===== config.mk =====
export PLATFORM = sky130hd
export DESIGN_NAME = ps2_key_tracker
export DESIGN_NICKNAME = d
export VERILOG_FILES = /design/src/rtl/ps2_key_tracker.sv
export SDC_FILE = /design/constraint.sdc
export NUM_CORES = 1
export LEC_CHECK = 0
export ABC_CLOCK_PERIOD_IN_PS = 5250
export CAP_MARGIN = 10
export CORE_UTILIZATION = 60
export CTS_CLUSTER_DIAMETER = 120
export DETAILED_ROUTE_END_ITERATION = 8
export DONT_BUFFER_PORTS = 1
export PLACE_DENSITY_LB_ADDON = 0.08
export SYNTH_ARGS = -nofsm -noshare
export SYNTH_HDL_FRONTEND = slang
export SYNTH_SLANG_ARGS = --single-unit
export TNS_END_PERCENT = 10

===== constraint.sdc =====
create_clock -name CLOCK_50 -period 5.25 [get_ports CLOCK_50]
set_input_delay 0.7875 -clock CLOCK_50 [delete_from_list [all_inputs] [get_ports CLOCK_50]]
set_output_delay 0.7875 -clock CLOCK_50 [all_outputs]
set_load 0.01 [all_outputs]

===== src/rtl/ps2_key_tracker.sv =====
// ps2_key_tracker
//   Decodes a PS/2 set-2 scan-code byte stream and tracks held/released
//   state for NUM_KEYS keys at once. The E0 (extended) and F0 (break)
//   prefixes are decoded, the 8-byte Pause sequence is skipped, and
//   keyboard ack/noise bytes seen while idle are discarded.
//
// Ports
//   CLOCK_50     in   system clock
//   resetn       in   synchronous active-low reset
//   scan_code    in   [7:0] byte from the keyboard core
//   scan_valid   in   one-cycle strobe; one byte is consumed per high cycle
//   key_down     out  [NUM_KEYS-1:0] level, bit i high while key i is held
//   key_pressed  out  [NUM_KEYS-1:0] one-cycle pulse on up->down of key i
//   key_released out  [NUM_KEYS-1:0] one-cycle pulse on down->up of key i
//   last_code    out  [7:0] code byte of the latest event, prefixes stripped
//   last_ext     out  latest event carried E0
//   last_break   out  latest event carried F0
//   event_valid  out  one-cycle pulse whenever last_* update
module ps2_key_tracker #(
    parameter int unsigned               NUM_KEYS  = 4,
    parameter logic [NUM_KEYS*8-1:0]     KEY_CODES = {8'h29, 8'h5A, 8'h6B, 8'h74},
    parameter logic [NUM_KEYS-1:0]       KEY_EXT   = 4'b0011
) (
    input  logic                CLOCK_50,
    input  logic                resetn,
    input  logic [7:0]          scan_code,
    input  logic                scan_valid,
    output logic [NUM_KEYS-1:0] key_down,
    output logic [NUM_KEYS-1:0] key_pressed,
    output logic [NUM_KEYS-1:0] key_released,
    output logic [7:0]          last_code,
    output logic                last_ext,
    output logic                last_break,
    output logic                event_valid
);

    typedef enum logic [2:0] {
        S_IDLE,
        S_EXT,
        S_BRK,
        S_EXT_BRK,
        S_SKIP
    } state_t;

    state_t              state_q, state_d;
    logic [2:0]          skip_q, skip_d;
    logic [NUM_KEYS-1:0] down_q, down_d;
    logic [NUM_KEYS-1:0] pressed_q, pressed_d;
    logic [NUM_KEYS-1:0] released_q, released_d;
    logic [7:0]          code_q, code_d;
    logic                ext_q, ext_d;
    logic                brk_q, brk_d;
    logic                ev_q, ev_d;

    logic                noise;

    // Ack/self-test/error bytes the keyboard may emit between events.
    always_comb begin
        unique case (scan_code)
            8'hFA, 8'hAA, 8'hEE, 8'hFE, 8'hFC, 8'h00, 8'hFF: noise = 1'b1;
            default:                                         noise = 1'b0;
        endcase
    end

    // Byte parser: decides next state and whether this byte completes an event.
    always_comb begin
        state_d = state_q;
        skip_d  = skip_q;
        ev_d    = 1'b0;
        code_d  = code_q;
        ext_d   = ext_q;
        brk_d   = brk_q;

        if (scan_valid) begin
            if (state_q == S_SKIP) begin
                skip_d = (skip_q == 3'd0) ? 3'd0 : skip_q - 3'd1;
                if (skip_q <= 3'd1) begin
                    state_d = S_IDLE;
                end
            end else if (scan_code == 8'hE0) begin
                // E0 restarts parsing from any prefix state
                state_d = S_EXT;
            end else if (scan_code == 8'hE1) begin
                // Pause: E1 plus seven more bytes are swallowed
                state_d = S_SKIP;
                skip_d  = 3'd7;
            end else begin
                unique case (state_q)
                    S_IDLE: begin
                        if (scan_code == 8'hF0) begin
                            state_d = S_BRK;
                        end else if (!noise) begin
                            ev_d   = 1'b1;
                            code_d = scan_code;
                            ext_d  = 1'b0;
                            brk_d  = 1'b0;
                        end
                    end
                    S_EXT: begin
                        if (scan_code == 8'hF0) begin
                            state_d = S_EXT_BRK;
                        end else begin
                            ev_d    = 1'b1;
                            code_d  = scan_code;
                            ext_d   = 1'b1;
                            brk_d   = 1'b0;
                            state_d = S_IDLE;
                        end
                    end
                    S_BRK: begin
                        ev_d    = 1'b1;
                        code_d  = scan_code;
                        ext_d   = 1'b0;
                        brk_d   = 1'b1;
                        state_d = S_IDLE;
                    end
                    S_EXT_BRK: begin
                        ev_d    = 1'b1;
                        code_d  = scan_code;
                        ext_d   = 1'b1;
                        brk_d   = 1'b1;
                        state_d = S_IDLE;
                    end
                    default: state_d = S_IDLE;
                endcase
            end
        end
    end

    // Per-key tracking; every key matching the event acts on it.
    always_comb begin
        down_d     = down_q;
        pressed_d  = '0;
        released_d = '0;
        if (ev_d) begin
            for (int unsigned i = 0; i < NUM_KEYS; i++) begin
                if (code_d == KEY_CODES[8*i +: 8] && ext_d == KEY_EXT[i]) begin
                    if (brk_d) begin
                        released_d[i] = down_q[i];
                        down_d[i]     = 1'b0;
                    end else begin
                        pressed_d[i]  = ~down_q[i];
                        down_d[i]     = 1'b1;
                    end
                end
            end
        end
    end

    always_ff @(posedge CLOCK_50) begin
        if (!resetn) begin
            state_q    <= S_IDLE;
            skip_q     <= '0;
            down_q     <= '0;
            pressed_q  <= '0;
            released_q <= '0;
            code_q     <= '0;
            ext_q      <= 1'b0;
            brk_q      <= 1'b0;
            ev_q       <= 1'b0;
        end else begin
            state_q    <= state_d;
            skip_q     <= skip_d;
            down_q     <= down_d;
            pressed_q  <= pressed_d;
            released_q <= released_d;
            code_q     <= code_d;
            ext_q      <= ext_d;
            brk_q      <= brk_d;
            ev_q       <= ev_d;
        end
    end

    assign key_down     = down_q;
    assign key_pressed  = pressed_q;
    assign key_released = released_q;
    assign last_code    = code_q;
    assign last_ext     = ext_q;
    assign last_break   = brk_q;
    assign event_valid  = ev_q;

endmodule


==> flow_metrics.py <==
metrics = {
    "run_status": {
        "outcome": "complete, no violations",
    },
    "sta": {
        "finalSetupViolations": 0,
        "rsz0062_at_grt": "no",
        "skew_ps": 6.79,
        "period_minus_slack_ps": 2710,
        "fmax_mhz": 369,
        "hold_violations": 0,
        "fin_crit_sh_pct": 51.7,
        "maxSlewHeadroom_pct": 49.0,
        "worst_pin_slew_ps": 762,
        "slew_viol_final": 0,
        "tns_ps": 0,
    },
    "worst_setup_path": {
        "r2r_start": "state_q[2]$_SDFFE_PN0P_",
        "path_cells": "nor4_4 > nand2_1 > a221oi_2 > o21ai_2 > nand2_2 > a22o_1 > or2_0 > mux2i_1",
        "critical_path.top_delay_family": "simple AND/OR/NAND/NOR gates",
        "worst_setup_path_start_kind": "input pin",
        "r2r-end": "key_pressed[0]$_SDFF_PP0_",
        "worstSetupPathType": "in -> reg",
        "rr_worst_depth": 8,
        "critPathArrivalTime_ps": 2900,
        "end_kind": "register",
        "slowest_stage": "or2_0",
        "critPathMaxStageDelay_ps": 430,
        "crit_fanout": 8,
        "required_ps": 5430,
        "path_buf_inv": 0,
        "reg2reg_setup_slack_ps": 2590,
    },
    "synthesis": {
        "synth_warnings": 0,
        "async_flop_share_pct": 0,
        "synth_seq_cells": 29,
        "synth_edf_count": 0,
        "synth_ff_type": "dfxtp_1",
        "syn-cell-area_sq_um": 1650,
        "yosysSeqAreaShare_pct": 35.3,
        "syn_nets": 208,
        "ys_types": 56,
        "syn_inst": 195,
        "synth_area_per_cell_sq_um": 8.44,
    },
    "cts": {
        "cts_tree": "done",
        "htree_levels": 2,
        "root_buffer": "clkbuf_4",
        "clockBufferDepth": 2,
        "clock_latency_ps": 320,
        "cts_hold_buf": 0,
        "post-cts-setup-buffers": 0,
        "clk_pin_slew_ps": 80,
        "cts_sinks": 29,
        "cts_buffers": 5,
        "ctsResizeCount": 0,
    },
    "global_route": {
        "met2_usage_pct": 48.8,
        "first_global_vias": 1402,
        "grt_pass1_wl_microns": 6240,
        "grtUsageMet1_pct": 35.8,
        "grt_usage_pct": 30.2,
        "busiest_layer": "met2",
        "use_met3_pct": 11.4,
        "grt_antenna_before_repair": 0,
        "grt_max_degree": 16,
        "globalRouteOverflowTotal": 0,
    },
    "finish": {
        "fillerInstances": 224,
        "final_cell_mix": "dfxtp_1 (29), nor2_1 (26), nand2_1 (17)",
        "layout-drive-gt1-share_pct": 13.8,
        "postLayoutCellArea_sq_um": 1740,
        "diodes": 0,
        "mostFrequentLayoutCell": "dfxtp_1",
        "nets": 208,
        "syn2layout_area_growth_pct": 5.48,
    },
    "placed_design": {
        "dpl-instance-area_sq_um": 1650,
        "hpwl_microns": 3000,
        "gp_congestion": 0.901,
        "io_buffers": 0,
    },
    "min_path": {
        "hold_path_class": "reg -> reg",
        "hp-start": "skip_q[0]$_SDFFE_PN0P_",
        "hold_end": "skip_q[0]$_SDFFE_PN0P_",
        "hold_depth": 2,
    },
    "routing": {
        "drt_wl_total_microns": 4000,
        "via_per_inst": 6.62,
        "first_iter_violations": 60,
        "drt_pre_antenna_iters": 4,
        "wl_per_cell_microns": 17.7,
        "drc": 0,
        "ant_nets": 0,
        "vias": 1495,
    },
    "run": {
        "max_cap_viol_count": 0,
    },
    "pwr": {
        "powerDensity_nw_per_um2": 264,
        "leakagePower_nw": 0.615,
        "worst_ir_drop_vdd_mv": 0.254,
    },
    "floorplanning": {
        "std_cell_rows": 18,
        "core_sq_um": 2540,
        "initial_utilization_pct": 64.7,
        "pin_count": 34,
        "fp.dieW_microns": 54.4,
        "die_y_microns": 54.4,
        "dieArea_sq_um": 2960,
    },
}
-- power breakdown --
group | switching [W] | total [W] | internal [W]
logic | 0.0000250 | 0.0000414 | 0.0000163
clock network | 0.0000722 | 0.000186 | 0.000114
registers | 0.00000626 | 0.000230 | 0.000224
total | 0.000104 | 0.000458 | 0.000354
-- how the worst max path moves through the flow --
| stage | startpoint | endpoint | slack (ps) | depth (start not counted) |
|---|---|---|---|---|
| 2_1_floorplan | scan_code[1] | key_down[1]$_SDFFE_PN0P_ | 2510 | 9 |
| 3_3_place_gp | scan_code[2] | key_down[1]$_SDFFE_PN0P_ | 2320 | 8 |
| 3_5_place_dp | scan_code[2] | key_down[2]$_SDFFE_PN0P_ | 2240 | 8 |
| 4_1_cts | scan_code[2] | key_down[1]$_SDFFE_PN0P_ | 2570 | 8 |
| 5_1_grt | scan_code[2] | key_down[0]$_SDFFE_PN0P_ | 2350 | 8 |
| 6_report | scan_code[2] | key_down[0]$_SDFFE_PN0P_ | 2540 | 8 |
-- logic make-up after synthesis --
logic type	count (synthesis)	share of synthesized area (%)
xor gates and xnor gates	1	0.532
muxes	8	4.94
DFF	29	35.3
AOI/OAI and AO/OA	49	21.9
buffers and inverters	10	2.66
and+or+nand+nor	96	33.2
adders and majority gates	2	1.52
-- layer usage --
layer / share of wire (%) / wire length [microns] / vias up
li1: - / - / 716
met1: 42 / 1670 / 706
met2: 48 / 1910 / 65
met3: 9.3 / 374 / 8
met4: 1.1 / 46 / 0
met5: 0 / 0 / -
-- tightest hold or removal path, stage by stage, from the launching register on --
cell and delay (ps):
dfxtp_1 340, nand2_1 60, a21oi_1 60
-- cell usage after synthesis, drive strengths merged, types with 2 or more instances --
| cell type | number | area [sq um] |
|---|---|---|
| a32oi | 3 | 45.1 |
| buf | 3 | 17.5 |
| clkbuf | 4 | 15.0 |
| a22o | 2 | 17.5 |
| or2 | 3 | 18.8 |
| nand4 | 2 | 12.5 |
| and2 | 3 | 18.8 |
| a211oi | 2 | 15.0 |
| nand3 | 8 | 45.0 |
| inv | 3 | 11.3 |
| mux2i | 7 | 70.1 |
| nand2 | 18 | 70.1 |
| o31ai | 2 | 15.0 |
| ha | 2 | 25.0 |
| nor2b | 3 | 18.8 |
| nor4 | 3 | 48.8 |
| nor3b | 4 | 40.0 |
| nor3 | 10 | 60.1 |
| and3 | 3 | 20.0 |
| nand2b | 5 | 31.3 |
| nor2 | 26 | 97.6 |
| nand4b | 2 | 17.5 |
| dfxtp | 29 | 581 |
| o21ai | 14 | 81.3 |
| a21oi | 14 | 70.1 |
| a22oi | 2 | 15.0 |
-- per-stage QoR --
| stage | hold WS (ps) | std cells | total power (W) | util (%) | setup slack [ps] |
|---|---|---|---|---|---|
| 6_report | 501 | 226 | 0.000458 | 68.2 | 2540 |
| 4_1_cts | 493 | 226 | 0.000461 | 68.2 | 2570 |
| 2_1_floorplan | 455 | 195 | 0.000270 | - | 2510 |
| 3_5_place_dp | 482 | 218 | 0.000276 | 64.8 | 2240 |
| 3_3_place_gp | 474 | 218 | 0.000275 | 64.8 | 2320 |
| 5_1_grt | 517 | 226 | 0.000477 | 68.2 | 2350 |
-- layout make-up --
class,instances,area [sq um],share of cell area (%)
tap,30,37.5,2.16
sequential,29,581,33.5
inverter,3,11.3,0.649
multi-input combinational,156,1020,58.8
clock inverter,1,30.0,1.73
clock buffer,7,55.1,3.17
-- state kept, by name, indices dropped and copies added, names as in the netlist --
name / count
last_ext: 1
key_pressed: 4
key_released: 4
last_break: 1
key_down: 4
state_q: 3
event_valid: 1
last_code: 8
skip_q: 3
No activity file was read; power rests on OpenSTA's default activity.
